==> src/rtl/rvc_buffer.sv <==
// rvc_buffer: ready/valid FIFO with registered handshake outputs, a
// synchronous flush, an occupancy count and an almost_full flag.
// Storage is a register array that is read directly at the read pointer,
// so the head entry is visible on out_data with no extra latency.
module rvc_buffer #(
  parameter int WIDTH    = 8,
  parameter int DEPTH    = 4,
  parameter int AF_LEVEL = DEPTH - 1
) (
  input  logic                     clk,
  input  logic                     rst,
  input  logic                     in_valid,
  input  logic [WIDTH-1:0]         in_data,
  output logic                     in_ready,
  output logic                     out_valid,
  output logic [WIDTH-1:0]         out_data,
  input  logic                     out_ready,
  input  logic                     flush,
  output logic [$clog2(DEPTH):0]   count,
  output logic                     almost_full
);

  localparam int AW = $clog2(DEPTH);
  localparam int CW = AW + 1;

  logic [WIDTH-1:0] r_mem [DEPTH];
  logic [AW-1:0]    r_wr_ptr;
  logic [AW-1:0]    r_rd_ptr;
  logic [CW-1:0]    r_count;
  logic             r_in_ready;
  logic             r_out_valid;
  logic             r_almost_full;

  logic             w_push;
  logic             w_pop;
  logic             w_wr_en;
  logic [CW-1:0]    w_count_next;

  // Handshakes use only registered flags, so no input reaches an output
  // combinationally.
  assign w_push  = in_valid & r_in_ready;
  assign w_pop   = r_out_valid & out_ready;
  assign w_wr_en = w_push & ~flush;

  // Next occupancy: flush wins over any concurrent push/pop.
  always_comb begin
    w_count_next = r_count;
    if (flush) begin
      w_count_next = '0;
    end else if (w_push && !w_pop) begin
      w_count_next = r_count + CW'(1);
    end else if (w_pop && !w_push) begin
      w_count_next = r_count - CW'(1);
    end
  end

  // Pointers, count and the registered status flags derived from next count.
  always_ff @(posedge clk or negedge rst) begin
    if (!rst) begin
      r_wr_ptr      <= '0;
      r_rd_ptr      <= '0;
      r_count       <= '0;
      r_in_ready    <= 1'b0;
      r_out_valid   <= 1'b0;
      r_almost_full <= 1'b0;
    end else begin
      if (flush) begin
        r_wr_ptr <= '0;
        r_rd_ptr <= '0;
      end else begin
        // Power-of-two depth: pointers wrap naturally with no gap cycle.
        if (w_push) r_wr_ptr <= r_wr_ptr + AW'(1);
        if (w_pop)  r_rd_ptr <= r_rd_ptr + AW'(1);
      end
      r_count       <= w_count_next;
      r_in_ready    <= (w_count_next < CW'(DEPTH));
      r_out_valid   <= (w_count_next != '0);
      r_almost_full <= (w_count_next >= CW'(AF_LEVEL));
    end
  end

  // Payload storage; contents survive reset, only the pointers are cleared.
  always_ff @(posedge clk) begin
    if (w_wr_en) begin
      r_mem[r_wr_ptr] <= in_data;
    end
  end

  assign out_data    = r_mem[r_rd_ptr];
  assign in_ready    = r_in_ready;
  assign out_valid   = r_out_valid;
  assign count       = r_count;
  assign almost_full = r_almost_full;

endmodule

==> config.mk <==
export PLATFORM = sky130hd
export DESIGN_NAME = rvc_buffer
export DESIGN_NICKNAME = d
export VERILOG_FILES = /design/src/rtl/rvc_buffer.sv
export SDC_FILE = /design/constraint.sdc
export NUM_CORES = 1
export LEC_CHECK = 0
export ABC_AREA = 0
export CAP_MARGIN = 10
export CORE_MARGIN = 3
export CORE_UTILIZATION = 38
export CTS_CLUSTER_DIAMETER = 100
export CTS_CLUSTER_SIZE = 25
export DETAILED_ROUTE_END_ITERATION = 12
export PLACE_DENSITY = 0.57
export SETUP_SLACK_MARGIN = 0.05
export SYNTH_ARGS = -nofsm -noshare
export SYNTH_HDL_FRONTEND = slang
export SYNTH_SLANG_ARGS = --single-unit
export TNS_END_PERCENT = 50
==> constraint.sdc <==
create_clock -name clk -period 1.95 [get_ports clk]
set_input_delay 0.39 -clock clk [delete_from_list [all_inputs] [get_ports clk]]
set_output_delay 0.39 -clock clk [all_outputs]
set_load 0.01 [all_outputs]
==> metrics.md, run 1 <==
| Metric | Value |
|---|---|
| Status | completed |
| Mean Syn Cell Area | 16.9 sq um |
| Die W | 74.7 microns |
| Total number of vias | 1,000 |
| WP data arrival | 1460 ps |
| TNS Setup | 0 ps |
| # rows | 24 |
| Most frequent CP cell | buf_6 |
| Fin crit share | 0.948 |
| Count of warnings emitted by yosys | 0 |
| I/O Pins | 27 |
| Vias/cell | 4.95 |
| Synth area leader | edfxtp_1 |
| HPWL Detailed | 2440 microns |
| Initial Util | 0.404 |
| Clock share of power | 0.215 |
| CTS tree | done |
| Pleak | 0.000839 uW |
| Syn nets | 125 |
| Final hold vios | 0 |
| Internal | 1740 uW |
| Area occupied by multi-input gates | 542 sq um |
| CTS buffer count | 5 |
| DRC | 0 |
| Final Setup Violations | 0 |
| DP Worst Slack | 33.7 ps |
| WS Path Type | reg -> out |
| Post-Syn Area | 1800 sq um |
| Skew final | 8.95 ps |
| Core area | 4440 sq um |
| Seq cells post-synth | 42 |
| Number of synthesized flops with an enable pin | 32 |
| Slew Limit Fails | 0 |
| Design Area, Final | 2270 sq um |
| Seq/Total Area, Yosys | 0.675 |
| Fin worst setup slack | 102 ps |
| Flop pwr share | 0.458 |
| Initial antenna violation count | 0 |
| Unrepaired setup endpoints after global routing | yes |
| Nets | 168 |
| Max_cap viols | 0 |
| GPL Wtd Cong | 0.762 |
| Worst r2r src | count[1] |
| Global-route wire length before repair | 5240 microns |
| Critical path, cell by cell | buf_6 -> mux4_2 -> buf_6 |
| Total power | 2460 uW |
| Final-layout fill cell count | 370 |
| Final wirelength | 3220 microns |
| Worst-path clk slew | 80 ps |
| Port Buffers | 26 |
| Root Driver | clkbuf_8 |
| Psw | 719 uW |
| Combinational share of power | 0.327 |
| Overall routing resource usage | 0.134 |
| Critical path's slowest cell | mux4_2 |
| Worst-Margin Slew | 506 ps |
| Placed Area | 2200 sq um |
| Setup crit end kind | output port |
| Height of the die | 74.7 microns |
| Final core occ | 0.511 |
| Antenna Cells | 0 |
| VDD IR max | 0.000421 V |
| Final min period | 1850 ps |
| CP required | 1560 ps |
| Post-Syn Instances | 106 |
| Ranking of synthesized cells by area | edfxtp_1 (54%), dfrtp_1 (14%), mux4_2 (10%), ha_1 (4.2%), xnor2_1 (2.0%) |
| Final ANT Viol Nets | 0 |
| Ys async rst share | 0.238 |
| Worst-Skew Late Latency | 290 ps |
| Post-synth top flop | edfxtp_1 |
| Crit-path max FO | 5 |
| Post-synth top area share | 0.535 |
| Most frequent cells after synthesis | edfxtp_1 (32), dfrtp_1 (10), mux4_2 (8), nor2_1 (8), ha_1 (6) |
| Power per cell area | 1080 nW/um^2 |
| Clock Path Buffers | 2 |
| DR iter-0 viols | 65 |
| Clock sink total | 42 |
| Number of global-route vias before repair | 1,070 |
| H-tree depth | 2 |
| Largest net degree at the start of global routing | 14 |
| Total grt overflow | 0 |
| Crit. Startpoint | r_rd_ptr[0] |
| Hold_buf cts | 0 |
| Worst rel slew slack | 0.662 |
| Synth unique cells | 30 |
| Startpoint Class | flop |
| P&R area growth vs syn | 26.4% |
| Storage cell area | 1210 sq um |
| Die ar. | 5590 sq um |
| Sw frac | 0.292 |
| F_max | 541 MHz |
| Layout cell share with drive strength beyond 1 | 0.287 |
| CP peak stage delay | 510 ps |
| Wirelength per Cell | 16.0 microns |
| Hold crit path type | in -> async |
| Count leader, synth | edfxtp_1 |
| First-pass DRT Iterations | 4 |
==> placed cells by master (no fill, tap or decap), drive strengths merged <==
master / netlist / routed
and2: 5 / 5
buf: 2 / 22
nand2: 4 / 4
a211o: 1 / 1
clkinv: 0 / 2
edfxtp: 32 / 32
a21boi: 1 / 1
xor2: 3 / 3
nand3: 4 / 4
or2: 1 / 1
a41oi: 1 / 1
a211oi: 1 / 1
clkdlybuf4s50: 0 / 18
mux4: 8 / 8
clkbuf: 2 / 5
inv: 4 / 4
maj3: 1 / 1
and4: 1 / 1
nor4: 1 / 1
ha: 6 / 6
clkinvlp: 0 / 1
a21oi: 3 / 3
dfrtp: 10 / 10
nor2b: 1 / 1
mux2i: 1 / 1
or3: 1 / 1
xnor2: 4 / 4
nor2: 8 / 8
==> worst paths after layout <==
check | endpoint | slack, ps | cells after the start
worst max-delay path | out_data[7] | 100 | 3
min in group clk | r_wr_ptr[1] | 580 | 2
worst min-delay path | almost_full | 430 | 1
worst min register to register | r_wr_ptr[1] | 580 | 2
worst max register to register | almost_full | 350 | 6
max in group asynchronous | r_rd_ptr[0] | 1180 | 1
==> logic make-up after synthesis <==
group           count (synthesis)  share of synthesized area
flops                          42                      0.675
simple gates                   26                     0.0794
mux                             9                      0.108
buf+inv                         8                     0.0237
compound gates                  7                     0.0286
xor+xnor                        7                     0.0383
fa+ha+maj                       7                     0.0474
==> cell type report <==
cell class	instances	area share
clock buffer	5	0.0303
clock inverter	3	0.00717
inverter	4	0.00662
multi-input combinational	56	0.239
sequential	42	0.534
tap	52	0.0287
timing repair buffer	40	0.155
==> timing repair <==
action | in CTS | in global routing
buffers inserted | 0 | 0
endpoints found under the setup margin | 8 | 7
gates resized for setup | 34 | 3
pin swaps | 0 | 0
==> metal layers <==
layer | wire, microns | part of all wire | GRT usage
met1 | 1320 | 0.41 | 0.152
met2 | 1710 | 0.53 | 0.232
met3 | 135 | 0.042 | 0.0401
met4 | 67 | 0.021 | 0.0593
met5 | 0 | 0 | 0
==> critical path: cells and delay by family, from the launching register on <==
family,cells,cell delay (ps)
muxes,1,510
DFF,1,380
buffers and inverters,2,290
==> sequential cells by signal, indices dropped and copies added (netlist names) <==
signal       count
r_mem           32
count            3
r_rd_ptr         2
r_wr_ptr         2
almost_full      1
in_ready         1
out_valid        1
==> through the flow <==
step                hold slack [ps]  std cells
finish                          429        202
global route                    444        202
CTS                             437        202
detailed placement              576        194
global placement                570        194
floorplan                      94.4        106
==> power by group through the flow <==
stage | Combinational [uW] | Clock, uW | Sequential, uW
final | 806 | 529 | 1130
after global routing | 880 | 598 | 1140
after CTS | 796 | 553 | 1130
after detailed placement | 825 | 0 | 1150
after global placement | 820 | 0 | 1140
after floorplan | 456 | 0 | 1170
Power figures use the tool's default switching activity.
==> inputs of run 2 (changes only) <==
--- a/config.mk
+++ b/config.mk
@@ -6,7 +6,7 @@
 export NUM_CORES = 1
 export LEC_CHECK = 0
 export ABC_AREA = 0
-export CAP_MARGIN = 10
+export CAP_MARGIN = 5
 export CORE_MARGIN = 3
 export CORE_UTILIZATION = 38
 export CTS_CLUSTER_DIAMETER = 100
==> results of run 2 <==
No change in the layout: final DEF, timing and power equal those of run 1.
